===== src/rtl/riscv_pkg.sv =====
// Shared fetch-side constants and the fetch FSM state encoding.
package riscv_pkg;

    localparam int RV_XLEN = 32;
    localparam logic [31:0] RV_RESET_PC = 32'h0000_0000;
    localparam int RV_INSTR_BYTES = 4;
    localparam int RV_FLUSH_CYCLES = 2;

    typedef logic [1:0] fetch_state_t;

    localparam fetch_state_t ST_RUN   = 2'd0;
    localparam fetch_state_t ST_FLUSH = 2'd1;
    localparam fetch_state_t ST_HOLD  = 2'd2;

endpackage


===== src/rtl/pc_redirect_buf.sv =====
// Pending redirect store: one target register plus its valid bit.
// Capture and overwrite share one input; the newest capture always wins.
module pc_redirect_buf #(
    parameter int XLEN = 32
) (
    input  logic            clk,
    input  logic            rst,
    input  logic            i_capture,
    input  logic            i_clear,
    input  logic [XLEN-1:0] i_target,
    output logic            o_valid,
    output logic [XLEN-1:0] o_target
);

    logic            r_valid;
    logic [XLEN-1:0] r_target;

    always_ff @(posedge clk or posedge rst) begin
        if (rst) begin
            r_valid  <= 1'b0;
            r_target <= '0;
        end else if (i_capture) begin
            r_valid  <= 1'b1;
            r_target <= i_target;
        end else if (i_clear) begin
            r_valid  <= 1'b0;
        end
    end

    assign o_valid  = r_valid;
    assign o_target = r_target;

endmodule


===== src/rtl/pc_fetch_ctrl.sv =====
// Fetch PC sequencer: sequential increment, EX redirects, stall hold and
// pending-redirect replay. Optional PC_MISALIGN_CHECK_EN aligns redirect targets.
module pc_fetch_ctrl
    import riscv_pkg::*;
#(
    parameter int          XLEN         = RV_XLEN,
    parameter logic [31:0] RESET_PC     = RV_RESET_PC,
    parameter int          INSTR_BYTES  = RV_INSTR_BYTES,
    parameter int          FLUSH_CYCLES = RV_FLUSH_CYCLES
) (
    input  logic            clk,
    input  logic            rst,
    input  logic            stall_in,
    input  logic            redirect_valid,
    input  logic [XLEN-1:0] redirect_target,
    output logic [XLEN-1:0] pc_out,
    output logic [XLEN-1:0] pc_next,
    output logic            pc_stall,
    output logic            flush,
    output logic            fetch_valid,
    output logic            redirect_pending,
    output logic            misalign_err
);

    localparam logic [XLEN-1:0] INCR     = XLEN'(INSTR_BYTES);
    localparam logic [XLEN-1:0] PC_INIT  = XLEN'(RESET_PC);
    localparam logic [1:0]      CNT_LOAD = 2'(FLUSH_CYCLES - 1);

    logic [XLEN-1:0] r_pc;
    fetch_state_t    r_state, w_state_next;
    logic [1:0]      r_cnt, w_cnt_next;
    logic            r_flush, w_flush_next;
    logic            r_fetch_valid, w_fv_next;
    logic            r_started;

    logic            w_pend_valid;
    logic [XLEN-1:0] w_pend_target;
    logic            w_apply;
    logic            w_capture;
    logic [XLEN-1:0] w_raw_target;
    logic [XLEN-1:0] w_apply_target;

    // A live redirect outranks a pending one; both wait while stalled.
    assign w_apply      = !stall_in && (redirect_valid || w_pend_valid);
    assign w_capture    = stall_in && redirect_valid;
    assign w_raw_target = redirect_valid ? redirect_target : w_pend_target;

    pc_redirect_buf #(.XLEN(XLEN)) u_redirect_buf (
        .clk      (clk),
        .rst      (rst),
        .i_capture(w_capture),
        .i_clear  (w_apply),
        .i_target (redirect_target),
        .o_valid  (w_pend_valid),
        .o_target (w_pend_target)
    );

`ifdef PC_MISALIGN_CHECK_EN
    logic r_misalign;
    logic w_misalign;

    assign w_apply_target = {w_raw_target[XLEN-1:2], 2'b00};
    assign w_misalign     = w_apply && (w_raw_target[1:0] != 2'b00);

    always_ff @(posedge clk or posedge rst) begin
        if (rst) begin
            r_misalign <= 1'b0;
        end else begin
            r_misalign <= w_misalign;
        end
    end

    assign misalign_err = r_misalign;
`else
    assign w_apply_target = w_raw_target;
    assign misalign_err   = 1'b0;
`endif

    // The first edge out of reset re-fetches RESET_PC instead of advancing.
    always_comb begin
        if (w_apply) begin
            pc_next = w_apply_target;
        end else if (stall_in || !r_started) begin
            pc_next = r_pc;
        end else begin
            pc_next = r_pc + INCR;
        end
    end

    always_ff @(posedge clk or posedge rst) begin
        if (rst) begin
            r_pc          <= PC_INIT;
            r_state       <= ST_RUN;
            r_cnt         <= 2'd0;
            r_flush       <= 1'b0;
            r_fetch_valid <= 1'b0;
            r_started     <= 1'b0;
        end else begin
            r_pc          <= pc_next;
            r_state       <= w_state_next;
            r_cnt         <= w_cnt_next;
            r_flush       <= w_flush_next;
            r_fetch_valid <= w_fv_next;
            r_started     <= 1'b1;
        end
    end

    always_comb begin
        w_state_next = r_state;
        w_cnt_next   = r_cnt;
        if (w_apply) begin
            w_state_next = ST_FLUSH;
            w_cnt_next   = CNT_LOAD;
        end else if (w_capture) begin
            w_state_next = ST_HOLD;
        end else begin
            case (r_state)
                ST_RUN:   w_state_next = ST_RUN;
                ST_FLUSH: begin
                    if (!stall_in) begin
                        if (r_cnt == 2'd0) begin
                            w_state_next = ST_RUN;
                        end else begin
                            w_cnt_next = r_cnt - 2'd1;
                        end
                    end
                end
                ST_HOLD:  w_state_next = ST_HOLD;
                default:  w_state_next = ST_RUN;
            endcase
        end
    end

    // Flush is frozen, not dropped, while a stall holds the counter.
    always_comb begin
        w_flush_next = r_flush;
        w_fv_next    = r_fetch_valid;
        if (w_apply) begin
            w_flush_next = 1'b1;
            w_fv_next    = 1'b0;
        end else if (!w_capture) begin
            case (r_state)
                ST_RUN: begin
                    w_flush_next = 1'b0;
                    w_fv_next    = 1'b1;
                end
                ST_FLUSH: begin
                    if (!stall_in && r_cnt == 2'd0) begin
                        w_flush_next = 1'b0;
                        w_fv_next    = 1'b1;
                    end
                end
                default: begin
                    w_flush_next = r_flush;
                    w_fv_next    = r_fetch_valid;
                end
            endcase
        end
    end

    assign pc_out           = r_pc;
    assign pc_stall         = stall_in;
    assign flush            = r_flush;
    assign fetch_valid      = r_fetch_valid;
    assign redirect_pending = w_pend_valid;

endmodule


===== config.mk =====
export PLATFORM = sky130hd
export DESIGN_NAME = pc_fetch_ctrl
export DESIGN_NICKNAME = d
export VERILOG_FILES = /design/src/rtl/riscv_pkg.sv /design/src/rtl/pc_redirect_buf.sv /design/src/rtl/pc_fetch_ctrl.sv
export SDC_FILE = /design/constraint.sdc
export NUM_CORES = 1
export LEC_CHECK = 0
export CORE_ASPECT_RATIO = 1.4
export CORE_MARGIN = 4
export CORE_UTILIZATION = 52
export DETAILED_ROUTE_END_ITERATION = 7
export HOLD_SLACK_MARGIN = 0.02
export PLACE_DENSITY = 0.86
export SLEW_MARGIN = 10
export SYNTH_ARGS = -nofsm -noshare
export SYNTH_HDL_FRONTEND = slang
export SYNTH_SLANG_ARGS = --single-unit

===== constraint.sdc =====
create_clock -name clk -period 5 [get_ports clk]
set_clock_uncertainty 0.2 [all_clocks]
set_input_delay 0.75 -clock clk [delete_from_list [all_inputs] [get_ports clk]]
set_output_delay 0.75 -clock clk [all_outputs]
set_load 0.03 [all_outputs]

==> key figures <==
Synthesis
  • Synthesized cell area: between 0.003 and 0.004 mm^2
  • Post-synth EDFFs: 0
  • Area leader, netlist: dfrtp_1
  • Post-Syn Nets: 385
  • Syn avg cell area: 10.78 um^2
  • Cell count after synthesis: 347
  • Share of the synthesized area in the top cell type: 0.4818
  • Number of distinct library cells after synthesis: 45
  • Primary FF master, synth: dfrtp_1
  • Seq/Total Area, Yosys: 0.4818
  • Syn. warnings: 0
  • Most common cell in the synthesized netlist: dfrtp_1
  • Top cells by area, synth: dfrtp_1 48%, mux2_2 9.9%, a211oi_1 5.8%, nor2b_1 5.2%, a31oi_1 3.0%
  • Ys async rst share: 1.000
  • Most common library cells after synthesis: 72 x dfrtp_1, 33 x mux2_2, 31 x nor2b_1, 29 x a211oi_1, 21 x nand2_1
  • Synth Register Bits: 72

Routing
  • WL final: 9270 um
  • Drt first pass iters: 4
  • DRC viols: 0
  • Via/cell ratio: between 5 and 6
  • Vias after detailed routing: 3132
  • Iter 0 DRT Violations: roughly 230
  • Routed WL per cell: 17.20 um
  • DRT antenna net count: 0

STA
  • Final hold viol count: 0
  • Hold_ws: between 0.2 and 0.3 ns
  • Slew Viols, Final: 0
  • Peak Freq: 224.0 MHz
  • Tightest Pin Transition: 1.032 ns
  • Relative slew slack: 0.3110
  • Final setup TNS: 0 ns
  • Unrepaired setup endpoints after global routing: no
  • Tmin final: 4.464 ns
  • Final setup fails: 0
  • Part of the cycle the worst path needs: 0.8928

Place
  • Area after DPL: around 0.0048 mm^2
  • I/O Buffers: 103
  • DPL Wire Length: around 6700 um
  • Routability cong.: just under 0.9

Floorplan
  • Die area: 0.008632 mm^2
  • # IOs: 105
  • Die H: 108.3 um
  • Core area: about 0.007 mm^2
  • Initial Util: 0.5357
  • Die width: 79.68 um
  • FP Rows: 36

CTS
  • CTS Hold Bufs: 0
  • Total clock sinks: approximately 70
  • Setup bufs post-CTS: 0
  • Clock latency on the worst-skew pair: 0.35 ns
  • Clock root buffer: clkbuf_8
  • Cts repair resizes: 0
  • CTS tree: yes
  • Reg clk slew, reported paths: 0.07 ns
  • CTS Buf Count: 9
  • H-Tree Depth: 3
  • Max clock buf depth: 2

Hold path
  • Worst Hold Class: register to register
  • Hold_sp: flush
  • Hold path depth: 2
  • Hold Path End: flush

Setup path
  • FF-to-FF End: pc_out[30]
  • RR Startpoint: pc_out[3]
  • FF-to-FF setup slack: 2.59 ns
  • Setup CP Type: primary input to primary output
  • Critical Path AT: 3.51 ns
  • CP Capture Type: primary output
  • Crit path max fanout: 13
  • Worst R2R Path Depth: 5
  • Startpoint Class: primary input
  • Req. time, crit path: 4.05 ns

Global route
  • Number of global-route vias before repair: 3171
  • Largest net degree at the start of global routing: 65
  • Grt ovf: 0
  • M3 GR Usage: 0.04667
  • Grt met2 use: 0.3793
  • GRT Overall Usage: 0.2278
  • Initial antenna violation count: 0
  • Met1 Track Usage GR: 0.2788
  • Gr busiest metal: met2
  • First-pass GRT wire length: roughly 15000 um

Layout
  • Layout cells sized above 1: 0.1396
  • Nets: 479
  • Post-route cell area: ~0.005 mm^2
  • Area Growth Syn to Fin: 32.95%
  • Ant diodes: 0
  • Fillcell total: 538

Power
  • Leak pwr: approximately 1.9 nW
  • Cell Pwr Density: 371.0 mW/mm^2
  • Peak supply drop: 0.2629 mV

Run status
  • Status: completed

Run
  • Max Cap Viol: 0
## where the power goes
part	internal [mW]	leakage [nW]	total, mW	switching [mW]
combinational	0.300	1.01	0.693	0.393
clock	0.188	0.0794	0.393	0.205
sequential	0.674	0.834	0.759	0.0850
total	1.16	1.92	1.84	0.683
## worst max-delay path by stage
| stage | from | depth (start not counted) | to |
|---|---|---|---|
| 4_1_cts | stall_in | 6 | pc_next[25] |
| 3_5_place_dp | stall_in | 6 | pc_next[25] |
| 3_3_place_gp | stall_in | 6 | pc_next[25] |
| 6_report | stall_in | 6 | pc_next[25] |
| 2_1_floorplan | stall_in | 5 | pc_next[31] |
| 5_1_grt | stall_in | 6 | pc_next[25] |
## registers in the layout, summed over array words and instances (netlist names)
register                 cells
u_redirect_buf.o_target     32
u_redirect_buf.o_valid       1
r_started                    1
flush                        1
r_cnt                        2
r_state                      2
fetch_valid                  1
pc_out                      32
## critical path: stages
cell             delay (ns)
clkdlybuf4s50_1        0.57
and4b_2                0.42
nand2_1                0.28
or4_1                  0.55
a31oi_1                0.23
clkdlybuf4s50_1        0.71
## layout make-up
class | count | area, um^2 | area share
clock buffer | 13 | 148.9 | 0.02994
clock inverter | 1 | 5.005 | 0.001007
inverter | 6 | 22.52 | 0.004529
multi-input combinational | 243 | 1792 | 0.3603
sequential | 72 | 1802 | 0.3624
tap | 95 | 118.9 | 0.02391
timing repair buffer | 109 | 1084 | 0.2179
## cells in the final DEF (no fill, tap or decap), types with 6 or more instances in the layout
cell type	instances
nand4_1	6
clkdlybuf4s50_1	102
nand3_1	6
a31oi_1	18
xor2_1	7
or3_1	7
clkbuf_8	10
a211oi_1	29
dfrtp_1	72
or4_1	12
mux2_2	33
nor2b_1	31
nand2_1	21
o31ai_1	11
o21ai_0	10
a21oi_1	12
## per-layer routing
| layer | vias to the layer above | wire (um) |
|---|---|---|
| li1 | 1480 | - |
| met1 | 1543 | 3784 |
| met2 | 92 | 4837 |
| met3 | 17 | 454 |
| met4 | 0 | 193 |
| met5 | - | 0 |
## cell families after synthesis
logic type	count (synthesis)	share of synthesized area
compound gates	83	0.1459
xor+xnor	11	0.02576
fa+ha+maj	2	0.006690
buf+inv	32	0.03914
flops	72	0.4818
mux	37	0.1101
other cells	2	0.002008
simple gates	108	0.1887
## metrics by stage
stage,util,cells,total power [mW],setup slack (ns)
2_1_floorplan,-,347,1.170,1.608
3_3_place_gp,0.6901,525,1.448,0.5965
3_5_place_dp,0.6901,525,1.464,0.5019
4_1_cts,0.7122,539,1.855,0.5117
5_1_grt,0.7122,539,1.937,0.3932
6_report,0.7122,539,1.845,0.5360
(Power assumes the default switching activity.)
